[src/rtl/uart_pkg.sv]
// uart_pkg
// Definitions shared by the UART receiver and transmitter so both ends of the
// link agree on bit timing and frame width.
//   UART_CLKS_PER_BIT : system clocks per serial bit
//   UART_DATA_BITS    : data bits per 8N1 frame
//   uart_rx_state_t   : receiver frame-tracking states
package uart_pkg;

  localparam int UART_CLKS_PER_BIT = 4;
  localparam int UART_DATA_BITS    = 8;

  typedef enum logic [2:0] {
    IDLE      = 3'd0,
    START     = 3'd1,
    DATA      = 3'd2,
    STOP      = 3'd3,
    WAIT_IDLE = 3'd4
  } uart_rx_state_t;

endpackage

[src/rtl/shift_reg_serial_in_par_out.sv]
// shift_reg_serial_in_par_out
// Serial-in, parallel-out register. Each shift moves the contents one place
// toward bit 0 and inserts bit_in at the MSB, so after M shifts the first bit
// shifted in sits in bus_out[0] (LSB-first serial order).
// Ports:
//   clk     : system clock, rising edge
//   reset   : asynchronous active-high reset, clears the register
//   bit_in  : serial data to insert
//   shift   : shift enable, one bit per enabled clock
//   bus_out : parallel register contents
module shift_reg_serial_in_par_out #(
  parameter int M = 8
) (
  input  logic         clk,
  input  logic         reset,
  input  logic         bit_in,
  input  logic         shift,
  output logic [M-1:0] bus_out
);

  generate
    if (M == 1) begin : g_single
      always_ff @(posedge clk or posedge reset) begin
        if (reset) begin
          bus_out <= '0;
        end else if (shift) begin
          bus_out <= bit_in;
        end
      end
    end else begin : g_multi
      always_ff @(posedge clk or posedge reset) begin
        if (reset) begin
          bus_out <= '0;
        end else if (shift) begin
          bus_out <= {bit_in, bus_out[M-1:1]};
        end
      end
    end
  endgenerate

endmodule

[src/rtl/uart_receiver.sv]
// uart_receiver
// Serial-to-parallel UART receiver for 8N1-style frames (start bit 0,
// DATA_BITS data bits LSB first, one stop bit 1) at CLKS_PER_BIT system clocks
// per bit. The line is double-flopped into the clock domain, each bit is
// sampled near its centre, and a completed byte is presented with a one-cycle
// valid strobe. A low stop bit raises a one-cycle frame_err and the receiver
// then waits for the line to return high before hunting for a new start bit.
// Ports:
//   clk       : system clock, rising edge
//   reset     : asynchronous active-high reset
//   bit_in    : serial line, idles high, asynchronous to clk
//   byte_out  : last correctly framed byte, held until the next good frame
//   valid     : one-cycle pulse, byte_out is new in the same cycle
//   frame_err : one-cycle pulse when the stop bit is sampled low
//   busy      : high whenever the receiver is not idle
module uart_receiver
  import uart_pkg::*;
#(
  parameter int CLKS_PER_BIT = UART_CLKS_PER_BIT,
  parameter int DATA_BITS    = UART_DATA_BITS
) (
  input  logic                 clk,
  input  logic                 reset,
  input  logic                 bit_in,
  output logic [DATA_BITS-1:0] byte_out,
  output logic                 valid,
  output logic                 frame_err,
  output logic                 busy
);

  localparam int HALF  = CLKS_PER_BIT / 2;
  localparam int CNT_W = $clog2(CLKS_PER_BIT);
  localparam int IDX_W = (DATA_BITS > 1) ? $clog2(DATA_BITS) : 1;

  // cnt counts clocks since the last state entry, so the compare value is one
  // less than the number of edges to wait.
  localparam logic [CNT_W-1:0] HALF_M1  = CNT_W'(HALF - 1);
  localparam logic [CNT_W-1:0] FULL_M1  = CNT_W'(CLKS_PER_BIT - 1);
  localparam logic [IDX_W-1:0] LAST_IDX = IDX_W'(DATA_BITS - 1);

  uart_rx_state_t       state, state_d;
  logic [CNT_W-1:0]     cnt, cnt_d;
  logic [IDX_W-1:0]     idx, idx_d;
  logic                 sync1, sync2;
  logic                 shift;
  logic                 load;
  logic                 valid_d;
  logic                 frame_err_d;
  logic [DATA_BITS-1:0] shift_bus;

  // Synchronizer: both flops reset high so an idle line never looks like a
  // start bit straight out of reset.
  always_ff @(posedge clk or posedge reset) begin
    if (reset) begin
      sync1 <= 1'b1;
      sync2 <= 1'b1;
    end else begin
      sync1 <= bit_in;
      sync2 <= sync1;
    end
  end

  // State, counters and output strobes
  always_ff @(posedge clk or posedge reset) begin
    if (reset) begin
      state     <= IDLE;
      cnt       <= '0;
      idx       <= '0;
      valid     <= 1'b0;
      frame_err <= 1'b0;
    end else begin
      state     <= state_d;
      cnt       <= cnt_d;
      idx       <= idx_d;
      valid     <= valid_d;
      frame_err <= frame_err_d;
    end
  end

  // Next-state logic. Every timed state waits on cnt and restarts it at 0 when
  // it samples, which keeps each later sample one full bit after the previous.
  always_comb begin
    state_d     = state;
    cnt_d       = cnt;
    idx_d       = idx;
    shift       = 1'b0;
    load        = 1'b0;
    valid_d     = 1'b0;
    frame_err_d = 1'b0;

    case (state)
      IDLE: begin
        if (!sync2) begin
          state_d = START;
          cnt_d   = '0;
        end
      end

      START: begin
        if (cnt == HALF_M1) begin
          cnt_d = '0;
          // Mid-bit recheck rejects short low glitches on an idle line.
          if (!sync2) begin
            state_d = DATA;
            idx_d   = '0;
          end else begin
            state_d = IDLE;
          end
        end else begin
          cnt_d = cnt + CNT_W'(1);
        end
      end

      DATA: begin
        if (cnt == FULL_M1) begin
          cnt_d = '0;
          shift = 1'b1;
          if (idx == LAST_IDX) begin
            state_d = STOP;
          end else begin
            idx_d = idx + IDX_W'(1);
          end
        end else begin
          cnt_d = cnt + CNT_W'(1);
        end
      end

      STOP: begin
        if (cnt == FULL_M1) begin
          cnt_d = '0;
          if (sync2) begin
            load    = 1'b1;
            valid_d = 1'b1;
            state_d = IDLE;
          end else begin
            frame_err_d = 1'b1;
            state_d     = WAIT_IDLE;
          end
        end else begin
          cnt_d = cnt + CNT_W'(1);
        end
      end

      WAIT_IDLE: begin
        // A break or stuck-low line must not be decoded as a stream of frames.
        if (sync2) begin
          state_d = IDLE;
        end
      end

      default: begin
        state_d = IDLE;
        cnt_d   = '0;
        idx_d   = '0;
      end
    endcase
  end

  shift_reg_serial_in_par_out #(
    .M(DATA_BITS)
  ) u_shift (
    .clk    (clk),
    .reset  (reset),
    .bit_in (sync2),
    .shift  (shift),
    .bus_out(shift_bus)
  );

  // Output byte: updated only by a correctly framed byte.
  always_ff @(posedge clk or posedge reset) begin
    if (reset) begin
      byte_out <= '0;
    end else if (load) begin
      byte_out <= shift_bus;
    end
  end

  assign busy = (state != IDLE);

endmodule

[config.mk]
export PLATFORM = sky130hd
export DESIGN_NAME = uart_receiver
export DESIGN_NICKNAME = d
export VERILOG_FILES = /design/src/rtl/uart_pkg.sv /design/src/rtl/shift_reg_serial_in_par_out.sv /design/src/rtl/uart_receiver.sv
export SDC_FILE = /design/constraint.sdc
export NUM_CORES = 1
export LEC_CHECK = 0
export ABC_AREA = 0
export BUFFER_PORTS_ARGS = -buffer_cell sky130_fd_sc_hd__buf_2
export CAP_MARGIN = 20
export CORE_UTILIZATION = 51
export CTS_CLUSTER_DIAMETER = 30
export CTS_CLUSTER_SIZE = 8
export DETAILED_ROUTE_END_ITERATION = 16
export GPL_TIMING_DRIVEN = 0
export PLACE_DENSITY = 0.82
export SYNTH_ARGS = -nofsm -noshare
export SYNTH_HDL_FRONTEND = slang
export SYNTH_SLANG_ARGS = --single-unit
[constraint.sdc]
create_clock -name clk -period 4.47 [get_ports clk]
set_input_delay 0.894 -clock clk [delete_from_list [all_inputs] [get_ports clk]]
set_output_delay 0.894 -clock clk [all_outputs]
set_load 0.005 [all_outputs]
==> summary.txt, run 1 <==
Outcome
  • Status: finished clean

Timing
  • Minimum clock period: 2.267 ns
  • Final setup vio count: 0
  • Fin. Hold Viols: 0
  • Max Fclk: 0.4412 GHz
  • Setup TNS Final: 0 ns
  • Final setup margin: 2.203 ns
  • Final Slew Violations: 0
  • Worst hold slack: 0.3684 ns
  • RSZ-0062 raised after global routing: false
  • Clk_skew: 0.01149 ns
  • Worst-Margin Slew: 0.5576 ns
  • Rel. slew slack: 62.79%
  • Final Cycle Share: 50.71%

Critical path
  • CP max FO: 8
  • Slowest CP cell: dfrtp_1
  • WP data arrival: 1.37 ns
  • Slowest stage delay, CP: 0.50 ns
  • CP cell instances: nor2_1 > nand2_1 > buf_2
  • Reg-to-Reg Start: cnt[0]$_DFFE_PP0P_
  • WP depth: 3
  • Crit path kind: reg -> out
  • Critical path required time: 3.58 ns
  • Worst Setup Start Kind: flop
  • Worst R2R End: idx[0]$_DFFE_PP0P_
  • Worst path top cell family by delay: flip-flops
  • Crit path buffers/inverters: 1
  • Worst Setup End Kind: output port
  • Worst r2r path cells: 5
  • R2R Setup Slk: 2.70 ns

Synth
  • Largest area contributor in the netlist: dfrtp_1
  • Synth Flop Type: dfrtp_1
  • Post-synth EDFFs: 0
  • Commonest cells in the netlist: dfrtp_1 (26), mux2_2 (17), inv_1 (6)
  • Gate Count Post-Synth: 91
  • Syn_area_per_cell: 13.41 sq um
  • Synth warnings: 0
  • Sequential area share after synthesis: 57.64%
  • Post-Syn Nets: 99
  • Synth top area cells: dfrtp_1 (53%), mux2_2 (16%), ha_1 (5.1%)
  • Async SR Flop Fraction: 100.0%
  • Mapped Area: 0.001220 sq mm
  • Yosys top cell area share: 53.33%
  • Cell with the most instances after synthesis: dfrtp_1
  • Post-synthesis register bit count: 28
  • Post-synth cell types: 25

Worst hold path
  • Hold crit path type: reg -> reg
  • Hold depth: 0
  • Hold Crit Start: sync1$_DFF_PP1_
  • Sink of the worst hold path: sync2$_DFF_PP1_

Clocking
  • Clock sink count: 28
  • Worst-skew pair later-pin latency: 0.33 ns
  • TritonCTS Buffers: 3
  • CTS tree: done
  • Clock root buffer: clkbuf_4
  • Setup bufs post-CTS: 0
  • Max H-tree Level: 1
  • # hold bufs at CTS: 0
  • CTS Buffer Depth: 2
  • CTS clk-pin slew, worst paths: 0.13 ns
  • Post-cts repair resize count: 0

Placement
  • Final Wtd Congestion: 0.7663
  • # port buffers: 13
  • DP Wirelength: 1381 um
  • Pre-CTS worst setup slack: 2.577 ns
  • Placed cell count: 132

Detailed routing
  • Drt first-iter violations: 7
  • DRC violation count after routing: 0
  • DRT Pass-1 Iters: 4
  • Vias: 748
  • Total wire length: 1944 um
  • Vias per Instance: 5.460
  • DR WL/cell: 14.19 um
  • Antenna viol nets, final: 0

Global route
  • Gr usage total: 17.02%
  • Initial antenna violation count: 0
  • First-pass GRT wire length: 3180 um
  • Largest net degree at the start of global routing: 29
  • GR Overflow Total: 0
  • Vias in the first global route: 702

Power and ir drop
  • Seq pwr share: 47.7%
  • Switching power: 208.7 uW
  • Combinational power share: 29.0%
  • Power Dens Cells: 502.1 mW/mm^2
  • Maximum VDD drop: 0.3250 mV
  • Internal power: 488.0 uW
  • Switching share of power: 29.96%
  • Clk pwr share: 23.2%
  • Static leakage: 0.7343 nW

Cells and area
  • Non-Filler Instances: 137
  • Final nets: 118
  • Layout cell share with drive strength beyond 1: 42.20%
  • Area growth, synth to finish: 13.74%
  • Antenna Cells: 0

Die
  • Row count: 17
  • Die area: 0.002592 sq mm
  • Die W: 50.91 um
  • Initial core utilization: 54.62%
  • Die height: 50.91 um
  • I/O pins: 14
  • Core ar.: 0.002233 sq mm

Flow run
  • Max Cap Viol: 0
-- power by group through the flow --
stage	Combinational [mW]	Clock, mW	Sequential, mW
after floorplan	0.159	0	0.328
after global placement	0.191	0	0.333
after detailed placement	0.201	0	0.337
after CTS	0.202	0.166	0.332
after global routing	0.224	0.175	0.340
final	0.202	0.162	0.332
-- registers in the layout (all words and copies together), names as in the netlist --
register / flops
sync2: 1
sync1: 1
cnt: 2
idx: 3
u_shift.bus_out: 8
valid: 1
byte_out: 8
frame_err: 1
state: 3
-- layout by cell type, fill, tap and decap left out, drive strengths merged, types with 2 or more instances in the layout --
cell type	Yosys	routed
nor2	5	5
nand3	2	2
mux2	18	18
a21oi	2	2
a22o	2	2
dfrtp	26	26
o211ai	2	2
nand2	4	4
ha	5	5
dfstp	2	2
inv	6	6
nor2b	3	3
buf	4	18
clkbuf	0	3
-- cell type report --
cell class	instances	area, sq um
fillers	178	845.8
flip-flops and latches	28	703.2
multi-input cells	53	467.9
repair buffers	14	80.08
well taps	28	35.03
clock inverters	1	30.03
plain buffers	4	26.28
clock buffers	3	22.52
inverters	6	22.52
-- stage by stage --
stage / power, mW / cell area (sq um) / util (%)
after floorplan: 0.4868 / 1220 / -
after global placement: 0.5246 / 1320 / 59.10
after detailed placement: 0.5383 / 1320 / 59.10
after CTS: 0.7004 / 1373 / 61.46
after global routing: 0.7384 / 1388 / 62.13
final: 0.6967 / 1388 / 62.13
-- layer usage --
layer	GRT usage (%)	part of all wire (%)	vias up
met3	3.571	2.6	5
li1	-	-	359
met5	0	0	-
met1	23.27	48	373
met2	25.66	48	11
met4	8.333	1.8	0
-- worst max path at each step --
stage	slack, ns	end	start
finish	2.20	busy	state[0]$_DFFE_PP0P_
detailed placement	2.58	busy	state[1]$_DFFE_PP0P_
CTS	2.20	busy	state[1]$_DFFE_PP0P_
global placement	2.60	busy	state[1]$_DFFE_PP0P_
floorplan	2.81	busy	state[1]$_DFFE_PP0P_
global route	2.09	busy	state[1]$_DFFE_PP0P_
-- kinds of logic after synthesis --
family	after synthesis	synth area share, %
mux	18	16.92
fa+ha+maj	5	5.128
buf+inv	10	3.999
flops	28	57.64
compound gates	12	7.590
simple gates	18	8.719
No activity file was read; power rests on OpenSTA's default activity.
==> run 2, diff against run 1 <==
--- a/config.mk
+++ b/config.mk
@@ -5,7 +5,7 @@
 export SDC_FILE = /design/constraint.sdc
 export NUM_CORES = 1
 export LEC_CHECK = 0
-export ABC_AREA = 0
+export ABC_AREA = 1
 export BUFFER_PORTS_ARGS = -buffer_cell sky130_fd_sc_hd__buf_2
 export CAP_MARGIN = 20
 export CORE_UTILIZATION = 51
==> constraint.sdc (replaced) <==
create_clock -name clk -period 2.1 [get_ports clk]
set_input_delay 0.42 -clock clk [delete_from_list [all_inputs] [get_ports clk]]
set_output_delay 0.42 -clock clk [all_outputs]
set_load 0.005 [all_outputs]
==> summary.txt, run 2 <==
Critical path
  • Slowest CP cell: dfrtp_1
  • CP cell instances: nor2_1 > nand2_1 > buf_2
  • Slowest stage delay, CP: 0.49 ns (about the same)
  • WP data arrival: 1.30 ns (-0.07 ns)
  • Worst Setup Start Kind: flop
  • Crit path kind: reg -> out
  • CP max FO: 5 (-3)
  • Critical path required time: 1.68 ns (-1.90 ns)
  • Worst Setup End Kind: output port

Die
  • Die area: 0.002857 sq mm (+10%)
  • Die W: 53.45 um (+5.0%)
  • Core ar.: 0.002500 sq mm (+12%)
  • Die height: 53.45 um (+5.0%)
  • Row count: 18 (+1)
  • Initial core utilization: 54.00% (-0.62 points)
  • I/O pins: 14 (unchanged)

Synth
  • Post-Syn Nets: 154 (+56%)
  • Synth Flop Type: dfrtp_1
  • Mux cell area share after synthesis: 0% (-17 points)
  • Yosys top cell area share: 48.19% (-5.1 points)
  • Syn_area_per_cell: 9.247 sq um (-31%)
  • Synth Area in Compound Gates: 12.23% (+4.6 points)
  • Sequential area share after synthesis: 52.09% (-5.6 points)
  • Cell with the most instances after synthesis: nand2_1
  • Gate Count Post-Synth: 146 (+60%)
  • Largest area contributor in the netlist: dfrtp_1
  • Synth top area cells: dfrtp_1 (48%), nand2_1 (9.2%), o21ai_2 (6.5%)
  • Largest family of logic cells by synthesized area: simple AND/OR/NAND/NOR gates
  • Post-synthesis register bit count: 28 (unchanged)
  • Synth warnings: 0 (unchanged)
  • Adder-Cell Fraction of Synth Area: 4.634% (-0.49 points)
  • Post-synth cell types: 20 (-20%)
  • Synth Area in XOR/XNOR: 0% (unchanged)
  • Async SR Flop Fraction: 100.0% (unchanged)
  • Mapped Area: 0.001350 sq mm (+11%)
  • Synth Area in Simple Gates: 22.24% (+14 points)
  • Commonest cells in the netlist: nand2_1 (33), dfrtp_1 (26), inv_1 (21)
  • Post-synth EDFFs: 0 (unchanged)

Global route
  • Vias in the first global route: 859 (+22%)
  • GR Overflow Total: 0 (unchanged)
  • Gr usage total: 16.96% (-0.060 points)
  • Largest net degree at the start of global routing: 29 (unchanged)
  • Initial antenna violation count: 0 (unchanged)
  • First-pass GRT wire length: 3463 um (+8.9%)

Flow run
  • Max Cap Viol: 0 (unchanged)

Timing
  • Max Fclk: 0.5825 GHz
  • Rel. slew slack: 76.66% (+14 points)
  • Clk_skew: 0.008492 ns (-0.003002 ns)
  • Setup TNS Final: 0 ns (unchanged)
  • Minimum clock period: 1.717 ns
  • Final Cycle Share: 81.75%
  • Fin. Hold Viols: 0 (unchanged)
  • Final setup vio count: 0 (unchanged)
  • Worst-Margin Slew: 0.3465 ns (-0.2111 ns)
  • Final setup margin: 0.3832 ns (-1.820 ns)
  • RSZ-0062 raised after global routing: false
  • Final Slew Violations: 0 (unchanged)

Detailed routing
  • DRT Pass-1 Iters: 4 (unchanged)
  • Total wire length: 2088 um (+7.4%)
  • DR WL/cell: 10.71 um (-25%)
  • DRC violation count after routing: 0 (unchanged)
  • Drt first-iter violations: 19 (+12)
  • Vias per Instance: 5.000 (-8.4%)
  • Antenna viol nets, final: 0 (unchanged)
  • Vias: 975 (+30%)

Cells and area
  • Area growth, synth to finish: 12.33%
  • Most common cell after layout, fill and taps aside: nand2_1
  • Antenna Cells: 0 (unchanged)
  • Commonest cells after routing, fill and taps aside: nand2_1 (33), dfrtp_1 (26), inv_1 (21)
  • Non-Filler Instances: 195 (+42%)
  • Biggest regs: byte_out: 8 flops, u_shift.bus_out: 8 flops
  • Layout cell share with drive strength beyond 1: 25.45% (-17 points)
  • Final nets: 174 (+47%)

Clocking
  • Worst-skew pair later-pin latency: 0.32 ns (about the same)
  • Max H-tree Level: 1 (unchanged)
  • Setup bufs post-CTS: 0 (unchanged)
  • CTS Buffer Depth: 2 (unchanged)
  • Clock root buffer: clkbuf_4
  • CTS tree: done
  • CTS clk-pin slew, worst paths: 0.13 ns (about the same)
  • TritonCTS Buffers: 3 (unchanged)
  • Clock sink count: 28 (unchanged)

Placement
  • Pre-CTS worst setup slack: 0.6694 ns (-1.908 ns)
  • Placed cell count: 189 (+43%)
  • Final Wtd Congestion: 0.8471 (+11%)
  • DP Wirelength: 1562 um (+13%)
  • # port buffers: 13 (unchanged)

Power and ir drop
  • Maximum VDD drop: 0.6213 mV (+91%)
  • Static leakage: 0.7744 nW (+5.5%)
  • Power Dens Cells: 889.0 mW/mm^2 (+77%)

Worst hold path
  • Hold crit path type: in -> reg

Outcome
  • Status: finished clean
-- run 2: changes by cell type in the layout (fill, tap and decap cells not counted), sizes merged, moves of 3 or more --
| cell | delta |
|---|---|
| nand2 | +34 |
| o21ai | +22 |
| mux2 | -18 |
| inv | +16 |
| nand3 | +10 |
| nor2 | +6 |
| nor2b | -3 |
-- run 2: worst paths after layout --
path | startpoint | end | slack, ns | depth (start not counted)
worst max-delay path | state[0]$_DFFE_PP0P_ | busy | 0.38 | 3
worst min-delay path | bit_in | sync1$_DFF_PP1_ | 0.19 | 1
worst max register to register | cnt[1]$_DFFE_PP0P_ | cnt[0]$_DFFE_PP0P_ | 0.64 | 6
worst min register to register | sync1$_DFF_PP1_ | sync2$_DFF_PP1_ | 0.37 | 0
max in group asynchronous | reset | sync1$_DFF_PP1_ | 1.16 | 4
min in group asynchronous | reset | byte_out[7]$_DFFE_PP0P_ | 0.50 | 3
-- run 2: critical path, delay by kind of cell (launching register included) --
kind	cells	cell delay, ns
flops	1	0.49
simple gates	2	0.35
buf+inv	1	0.13
-- run 2: area by class of cell --
class / instances / area [sq um]
Sequential cell: 28 / 703.2
Buffer: 3 / 33.78
Inverter: 22 / 85.08
Fill cell: 202 / 983.4
Tap cell: 30 / 37.54
Timing Repair Buffer: 15 / 102.6
Clock buffer: 4 / 26.28
Multi-Input combinational cell: 93 / 528.0
-- run 2: where the power goes --
group	switching [mW]	internal [mW]	total, mW
Combinational	0.300	0.170	0.470
Sequential	0.0657	0.599	0.665
Clock	0.140	0.0744	0.214
Total	0.505	0.843	1.35
-- run 2: cells by family after synthesis --
kind of cell | Yosys count
and+or+nand+nor | 63
buffers and inverters | 25
AOI/OAI and AO/OA | 25
DFF | 28
adders and majority gates | 5
-- run 2: layer usage --
layer,global-route usage [%],vias to the layer above,routed length [um]
met1,21.34,453,1026
met2,26.67,19,958
li1,-,501,-
met5,0,-,0
met3,6.322,2,89
met4,5.263,0,13
-- run 2: per-stage QoR --
step / cell area [sq um] / util [%] / power (mW) / hold slack, ns
floorplan: 1350 / - / 1.029 / 0.3452
detailed placement: 1453 / 58.11 / 1.135 / 0.3494
CTS: 1479 / 59.16 / 1.348 / 0.1772
finish: 1516 / 60.66 / 1.348 / 0.1871
global placement: 1453 / 58.11 / 1.108 / 0.3455
global route: 1516 / 60.66 / 1.461 / 0.1546
-- run 2: repair_timing --
action                                 CTS  global route
hold buffers                             0             1
gates resized for setup                  0             0
setup endpoints to repair                0             0
endpoints found under the hold margin    0             1
